## src/rtl/psum_buf_pkg.sv

```systemverilog
// Shared definitions for the partial-sum line buffer: the partial-sum type,
// pointer-width helpers and the flattened lane layout that the MAC array
// and the output binariser also use.
package psum_buf_pkg;

  localparam int PSUM_W = 16;

  typedef logic [PSUM_W-1:0] psum_t;

  // Bits needed to index n entries; a single entry still gets a 1-bit index.
  function automatic int ptr_w(input int n);
    return (n > 1) ? $clog2(n) : 1;
  endfunction

  // Bits needed to hold a count from 0 up to and including n.
  function automatic int count_w(input int n);
    return ptr_w(n + 1);
  endfunction

  // LSB of lane 'lane' of channel 'ch' in the fetch bus (KH lanes per channel).
  function automatic int fetch_lane_lsb(input int ch, input int lane, input int kh, input int dw);
    return (ch * kh + lane) * dw;
  endfunction

  // LSB of row 'row' of channel 'ch' in the store bus (KH-1 rows per channel).
  function automatic int store_lane_lsb(input int ch, input int row, input int kh, input int dw);
    return (ch * (kh - 1) + row) * dw;
  endfunction

endpackage

```

## src/rtl/psum_row_bank.sv

```systemverilog
// One channel's worth of stored partial-sum rows: ROWS x IN_W entries with a
// single synchronous write port and a registered read port that can force
// its result to zero (used to mask the very first row of a frame).
module psum_row_bank
  import psum_buf_pkg::*;
#(
  parameter int DATA_W = 16,
  parameter int ROWS   = 2,
  parameter int IN_W   = 32
) (
  input  logic                        clock,
  input  logic                        reset,
  input  logic                        wr_en,
  input  logic [ptr_w(IN_W)-1:0]      wr_col,
  input  logic [ROWS*DATA_W-1:0]      wr_data,
  input  logic                        rd_en,
  input  logic                        rd_zero,
  input  logic [ptr_w(IN_W)-1:0]      rd_col,
  output logic [ROWS*DATA_W-1:0]      rd_data
);

  logic [DATA_W-1:0] mem [ROWS][IN_W];

  // Write every row of the addressed column at once; storage is not reset.
  always_ff @(posedge clock) begin
    if (wr_en) begin
      for (int r = 0; r < ROWS; r++) begin
        mem[r][wr_col] <= wr_data[r*DATA_W +: DATA_W];
      end
    end
  end

  // Registered read of the addressed column; reads see pre-write contents.
  always_ff @(posedge clock or posedge reset) begin
    if (reset) begin
      rd_data <= '0;
    end else if (rd_en) begin
      for (int r = 0; r < ROWS; r++) begin
        rd_data[r*DATA_W +: DATA_W] <= rd_zero ? '0 : mem[r][rd_col];
      end
    end
  end

endmodule

```

## src/rtl/partial_sum_line_buffer.sv

```systemverilog
// Multi-channel line buffer for convolution partial sums. Holds KH-1 rows per
// channel across the input width. Shared read/write column pointers and an
// occupancy count make fetch and store hazard-free: a column is only
// rewritten after its current row was fetched, and only fetched after its
// previous-row value was stored.
module partial_sum_line_buffer
  import psum_buf_pkg::*;
#(
  parameter int DATA_W = 16,
  parameter int KH     = 3,
  parameter int KW     = 3,
  parameter int IN_W   = 32,
  parameter int CH     = 4
) (
  input  logic                          clock,
  input  logic                          reset,
  input  logic                          clear,
  input  logic                          fetch_req,
  output logic                          fetch_ready,
  output logic                          fetch_valid,
  output logic [CH*KH*DATA_W-1:0]       fetch_vals,
  input  logic                          store_valid,
  output logic                          store_ready,
  input  logic [CH*(KH-1)*DATA_W-1:0]   store_vals,
  output logic [ptr_w(IN_W)-1:0]        col_base,
  output logic [count_w(IN_W)-1:0]      occupancy,
  output logic                          err
);

  localparam int ROWS    = KH - 1;
  localparam int CW      = ptr_w(IN_W);
  localparam int CW1     = CW + 1;
  localparam int OW      = count_w(IN_W);
  localparam int COL_OFF = IN_W - ((KW - 1) % IN_W);

  localparam logic [CW-1:0]  LAST_COL = CW'(IN_W - 1);
  localparam logic [CW-1:0]  ONE_COL  = CW'(1);
  localparam logic [OW-1:0]  FULL     = OW'(IN_W);
  localparam logic [OW-1:0]  ONE_OCC  = OW'(1);
  localparam logic [CW1-1:0] WIDTH_X  = CW1'(IN_W);
  localparam logic [CW1-1:0] OFF_X    = CW1'(COL_OFF);

  logic [CW-1:0]  rd_col;
  logic [CW-1:0]  wr_col;
  logic [OW-1:0]  occ;
  logic           first_row;
  logic           fetch_fire;
  logic           store_fire;
  logic [CW1-1:0] base_sum;

  assign fetch_ready = (occ < FULL);
  assign store_ready = (occ != '0);
  assign fetch_fire  = fetch_req & fetch_ready & ~clear;
  assign store_fire  = store_valid & store_ready & ~clear;
  assign occupancy   = occ;

  // Column pointers and the first-row mask; clear restarts the frame.
  always_ff @(posedge clock or posedge reset) begin
    if (reset) begin
      rd_col    <= '0;
      wr_col    <= '0;
      first_row <= 1'b1;
    end else if (clear) begin
      rd_col    <= '0;
      wr_col    <= '0;
      first_row <= 1'b1;
    end else begin
      if (fetch_fire) begin
        if (rd_col == LAST_COL) begin
          rd_col    <= '0;
          first_row <= 1'b0;
        end else begin
          rd_col <= rd_col + ONE_COL;
        end
      end
      if (store_fire) begin
        wr_col <= (wr_col == LAST_COL) ? '0 : wr_col + ONE_COL;
      end
    end
  end

  // Occupancy tracks fetched-but-not-yet-stored columns.
  always_ff @(posedge clock or posedge reset) begin
    if (reset) begin
      occ <= '0;
    end else if (clear) begin
      occ <= '0;
    end else begin
      case ({fetch_fire, store_fire})
        2'b10:   occ <= occ + ONE_OCC;
        2'b01:   occ <= occ - ONE_OCC;
        default: occ <= occ;
      endcase
    end
  end

  // One-cycle valid pulse matching the registered bank read.
  always_ff @(posedge clock or posedge reset) begin
    if (reset) begin
      fetch_valid <= 1'b0;
    end else begin
      fetch_valid <= fetch_fire;
    end
  end

  // Sticky flag for a store offered while the buffer cannot take it.
  always_ff @(posedge clock or posedge reset) begin
    if (reset) begin
      err <= 1'b0;
    end else if (store_valid && !store_ready) begin
      err <= 1'b1;
    end
  end

  // Column of the leftmost kernel tap: write column minus (KW-1), wrapped.
  always_comb begin
    base_sum = {1'b0, wr_col} + OFF_X;
    col_base = base_sum[CW-1:0];
    if (base_sum >= WIDTH_X) begin
      col_base = CW'(base_sum - WIDTH_X);
    end
  end

  for (genvar c = 0; c < CH; c++) begin : g_ch
    logic [ROWS*DATA_W-1:0] rd_rows;

    psum_row_bank #(
      .DATA_W (DATA_W),
      .ROWS   (ROWS),
      .IN_W   (IN_W)
    ) u_bank (
      .clock   (clock),
      .reset   (reset),
      .wr_en   (store_fire),
      .wr_col  (wr_col),
      .wr_data (store_vals[store_lane_lsb(c, 0, KH, DATA_W) +: ROWS*DATA_W]),
      .rd_en   (fetch_fire),
      .rd_zero (first_row),
      .rd_col  (rd_col),
      .rd_data (rd_rows)
    );

    assign fetch_vals[fetch_lane_lsb(c, 0, KH, DATA_W) +: DATA_W]      = '0;
    assign fetch_vals[fetch_lane_lsb(c, 1, KH, DATA_W) +: ROWS*DATA_W] = rd_rows;
  end

endmodule

```

## config.mk

```make
export PLATFORM = sky130hd
export DESIGN_NAME = partial_sum_line_buffer
export DESIGN_NICKNAME = d
export VERILOG_FILES = /design/src/rtl/psum_buf_pkg.sv /design/src/rtl/psum_row_bank.sv /design/src/rtl/partial_sum_line_buffer.sv
export SDC_FILE = /design/constraint.sdc
export NUM_CORES = 2
export LEC_CHECK = 0
export ABC_AREA = 1
export CAP_MARGIN = 15
export CORE_UTILIZATION = 54
export CTS_BUF_LIST = sky130_fd_sc_hd__clkbuf_8
export DETAILED_ROUTE_END_ITERATION = 12
export MAX_ROUTING_LAYER = met4
export PLACE_DENSITY = 0.71
export SLEW_MARGIN = 40
export SYNTH_ARGS = -nofsm -noshare
export SYNTH_HDL_FRONTEND = slang
export SYNTH_SLANG_ARGS = --single-unit
```

## constraint.sdc

```tcl
create_clock -name clock -period 12.3 [get_ports clock]
set_input_delay 1.23 -clock clock [delete_from_list [all_inputs] [get_ports clock]]
set_output_delay 1.23 -clock clock [all_outputs]
set_load 0.1 [all_outputs]
```

==> summary.md <==
| Metric | Value |
|---|---|
| Outcome | completed |
| Iter 0 DRT Violations | 15,045 |
| Clock latency on the worst-skew pair | 1.22 ns |
| Reg2reg path depth | 15 |
| Top post-synthesis cells by count | edfxtp_1 (4,096), nand2_1 (2,480), o21ai_0 (1,628) |
| Number of synthesized flops with an enable pin | 4,096 |
| Final GP Congestion | 0.8237 |
| CP Max Fanout | 123 |
| Crit. End Element | flop |
| I/O pins | 340 |
| Fillers | 23,178 |
| Post-synthesis cell type count | 30 |
| Max IR drop VDD | 96.86 uV |
| Synth Warn # | 0 |
| Overall global routing resource usage | 30.70% |
| Cell Pwr Density | 168.2 mW/mm^2 |
| Pin count of the biggest net entering global routing | 231 |
| Post-Syn Instances | 13,161 |
| Post-synthesis average cell area | 12.70 um^2 |
| HPWL Detailed | 235,900 um |
| FP Rows | 203 |
| Number of synthesized register bits | 4,243 |
| Drt drc | 0 |
| Vias in the first global route | 108,182 |
| Die W | 558.3 um |
| Clock buffer depth | 4 |
| Crit path to | g_ch[2].u_bank.rd_data[22]$_DFFE_PP0P_ |
| Synth Flop Type | edfxtp_1 |
| Top-count cell post-synth | edfxtp_1 |
| Lkg Pwr | 64.51 nW |
| Skew final | 0.07196 ns |
| Drt pass-1 iters | 9 |
| Hold Fails Final Rpt | 0 |
| Clock Sinks | 4,243 |
| Slew headroom | 33.89% |
| Setup bufs post-CTS | 0 |
| Min Tclk post-route | 5.023 ns |
| TritonCTS buffer count | 664 |
| Resized cells post-CTS | 0 |
| Worst slew pin tran | 0.9916 ns |
| Setup crit start | rd_col[0]$_DFFE_PP0P_ |
| RR Startpoint | rd_col[0]$_DFFE_PP0P_ |
| Routed WL per cell | 25.97 um |
| Setup_tns | 0 ns |
| Initial Util | 54.47% |
| Share of flip-flops with an asynchronous set or reset | 3.465% |
| Via Count | 111,351 |
| CTS Root Cell | clkbuf_8 |
| Routed Wire Length | 470,900 um |
| Antenna Nets Post-Route | 0 |
| Critical Path RT | 13.40 ns |
| Flop2flop setup slack | 7.28 ns |
| RSZ-0062 raised after global routing | no |
| Most area-consuming cells after synthesis | edfxtp_1 (74%), nand2_1 (5.6%), o21ai_0 (4.9%) |
| Post-Syn Area | 0.1671 mm^2 |
| First-pass GRT wire length | 690,800 um |
| Crit path DAT | 6.12 ns |
| Layout Cells excl Fill | 18,134 |
| Final #Nets | 13,611 |
| Antenna violations before repair | 37 |
| CTS tree | built |
| Full die area | 0.3117 mm^2 |
| Clock slew at reported path FFs | 0.07 ns |
| Share of layout cells above drive strength 1 | 9.549% |
| Max-cap violation count | 0 |
| Hold Path Class | in -> async |
| Vias per cell | 6.140 |
| Core region area | 0.3068 mm^2 |
| Max Freq | 0.1991 GHz |
| Port Buf Inserts | 275 |
| Global route overflow | 0 |
| Tcrit/Tclk final | 40.84% |
| Crit path kind | reg -> reg |
| Post-synth top area share | 73.60% |
| Post-Place Cells | 16,888 |
| Fin. max-slew vios | 0 |
| Area Overhead vs Synth | 11.09% |
| Hold_buf cts | 0 |
| CP Launch Type | flop |
| Cell taking the most area after synthesis | edfxtp_1 |
| Setup violators final | 0 |
| Height of the die | 558.3 um |
| H-tree depth | 6 |
| Reg2reg end | g_ch[2].u_bank.rd_data[22]$_DFFE_PP0P_ |
| Sequential cell area fraction in the yosys report | 75.80% |
## how the worst min path moves through the flow
stage | to | slack (ns)
after floorplan | first_row$_DFFE_PP1P_ | 0.48
after global placement | err$_DFFE_PP0P_ | 0.46
after detailed placement | err$_DFFE_PP0P_ | 0.46
after CTS | g_ch[1].u_bank.mem[0][43]$_DFFE_PP_ | 0.43
after global routing | g_ch[3].u_bank.rd_data[12]$_DFFE_PP0P_ | 0.42
final | g_ch[3].u_bank.rd_data[13]$_DFFE_PP0P_ | 0.41
## final cells by class
class | count | area [um^2] | share of cell area (%)
Sequential cell | 4243 | 126700 | 68.24
Tap cell | 4100 | 5130 | 2.763
Multi-Input combinational cell | 7902 | 36220 | 19.51
Clock buffer | 696 | 9579 | 5.160
Clock inverter | 506 | 2704 | 1.456
Antenna cell | 32 | 80.08 | 0.04313
Inverter | 136 | 591.8 | 0.3188
Timing Repair Buffer | 519 | 4646 | 2.502
## per-stage QoR
step | hold slack [ns] | worst slack (ns) | power, mW | area [um^2] | utilization, %
after floorplan | 0.4817 | 3.769 | 19.16 | 167400 | -
after global placement | 0.4609 | 6.227 | 20.26 | 173100 | 56.42
after detailed placement | 0.4606 | 6.764 | 20.36 | 173000 | 56.38
after CTS | 0.4255 | 7.071 | 31.23 | 185300 | 60.38
after global routing | 0.4160 | 6.990 | 32.32 | 185600 | 60.50
final | 0.4124 | 7.277 | 31.23 | 185700 | 60.51
## cells in the final DEF, fill, tap and decap left out, types with 4 or more instances in the layout
| cell | n |
|---|---|
| dfrtp_1 | 141 |
| clkinvlp_4 | 6 |
| dfrtp_4 | 5 |
| inv_16 | 5 |
| conb_1 | 64 |
| buf_6 | 72 |
| xor2_1 | 4 |
| buf_12 | 34 |
| clkdlybuf4s50_1 | 32 |
| o21ai_0 | 1628 |
| clkinv_8 | 13 |
| edfxtp_1 | 4096 |
| clkinv_2 | 41 |
| clkinv_1 | 116 |
| buf_4 | 110 |
| a21oi_1 | 504 |
| diode_2 | 32 |
| o22ai_1 | 658 |
| nor2_4 | 33 |
| buf_2 | 238 |
| inv_1 | 413 |
| bufinv_16 | 5 |
| clkbuf_8 | 697 |
| ha_1 | 12 |
| inv_8 | 14 |
| mux2i_1 | 4 |
| a21boi_0 | 263 |
| nand3_1 | 469 |
| nand2_1 | 2478 |
| o21ai_1 | 187 |
| inv_12 | 22 |
| inv_6 | 6 |
| nor2_1 | 1587 |
| buf_16 | 25 |
| buf_8 | 6 |
## critical path, cell delays in order, from the launching register on
cell and delay, ns:
dfrtp_4 0.77, buf_12 0.41, buf_16 0.42, buf_12 0.38, buf_16 0.42, buf_6 0.62, buf_6 0.63, nand2_1 0.13
a21boi_0 0.16, o21ai_0 0.26, nor2_1 0.07, nand2_1 0.06, nand2_1 0.06, nand2_1 0.08, nand2_1 0.06, o21ai_1 0.14
## sequential cells by signal, summed over array words and instances (netlist names)
| name | flops |
|---|---|
| err | 1 |
| fetch_valid | 1 |
| first_row | 1 |
| g_ch.u_bank.mem | 4096 |
| g_ch.u_bank.rd_data | 128 |
| occupancy | 6 |
| rd_col | 5 |
| wr_col | 5 |
## kinds of logic (layout without fill, tap and decap cells)
kind of cell / after synthesis / after routing / synth area share [%]
buffers and inverters: 1079 / 1857 / 2.823
multiplexers: 4 / 4 / 0.02396
other: 1 / 96 / 0.002244
AO/OA/AOI/OAI: 3242 / 3242 / 10.60
flip-flops: 4243 / 4243 / 75.80
adder cells (fa/ha/maj): 12 / 12 / 0.08984
AND/OR/NAND/NOR: 4574 / 4574 / 10.63
XOR/XNOR: 6 / 6 / 0.03144
## power breakdown
part | internal, mW | leakage [nW] | switching (mW) | total [mW]
clock | 5.43 | 7.30 | 5.64 | 11.1
combinational | 1.04 | 18.3 | 3.03 | 4.07
sequential | 16.0 | 38.9 | 0.0621 | 16.1
## routing by layer
layer / up-vias / GRT usage [%] / wire [um]
li1: 48208 / - / -
met1: 54893 / 40.43 / 176900
met2: 7144 / 47.95 / 223700
met3: 1106 / 4.992 / 51940
met4: 0 / 12.49 / 18360
met5: - / - / 0
Note: power is estimated with default switching activity, not from simulation.
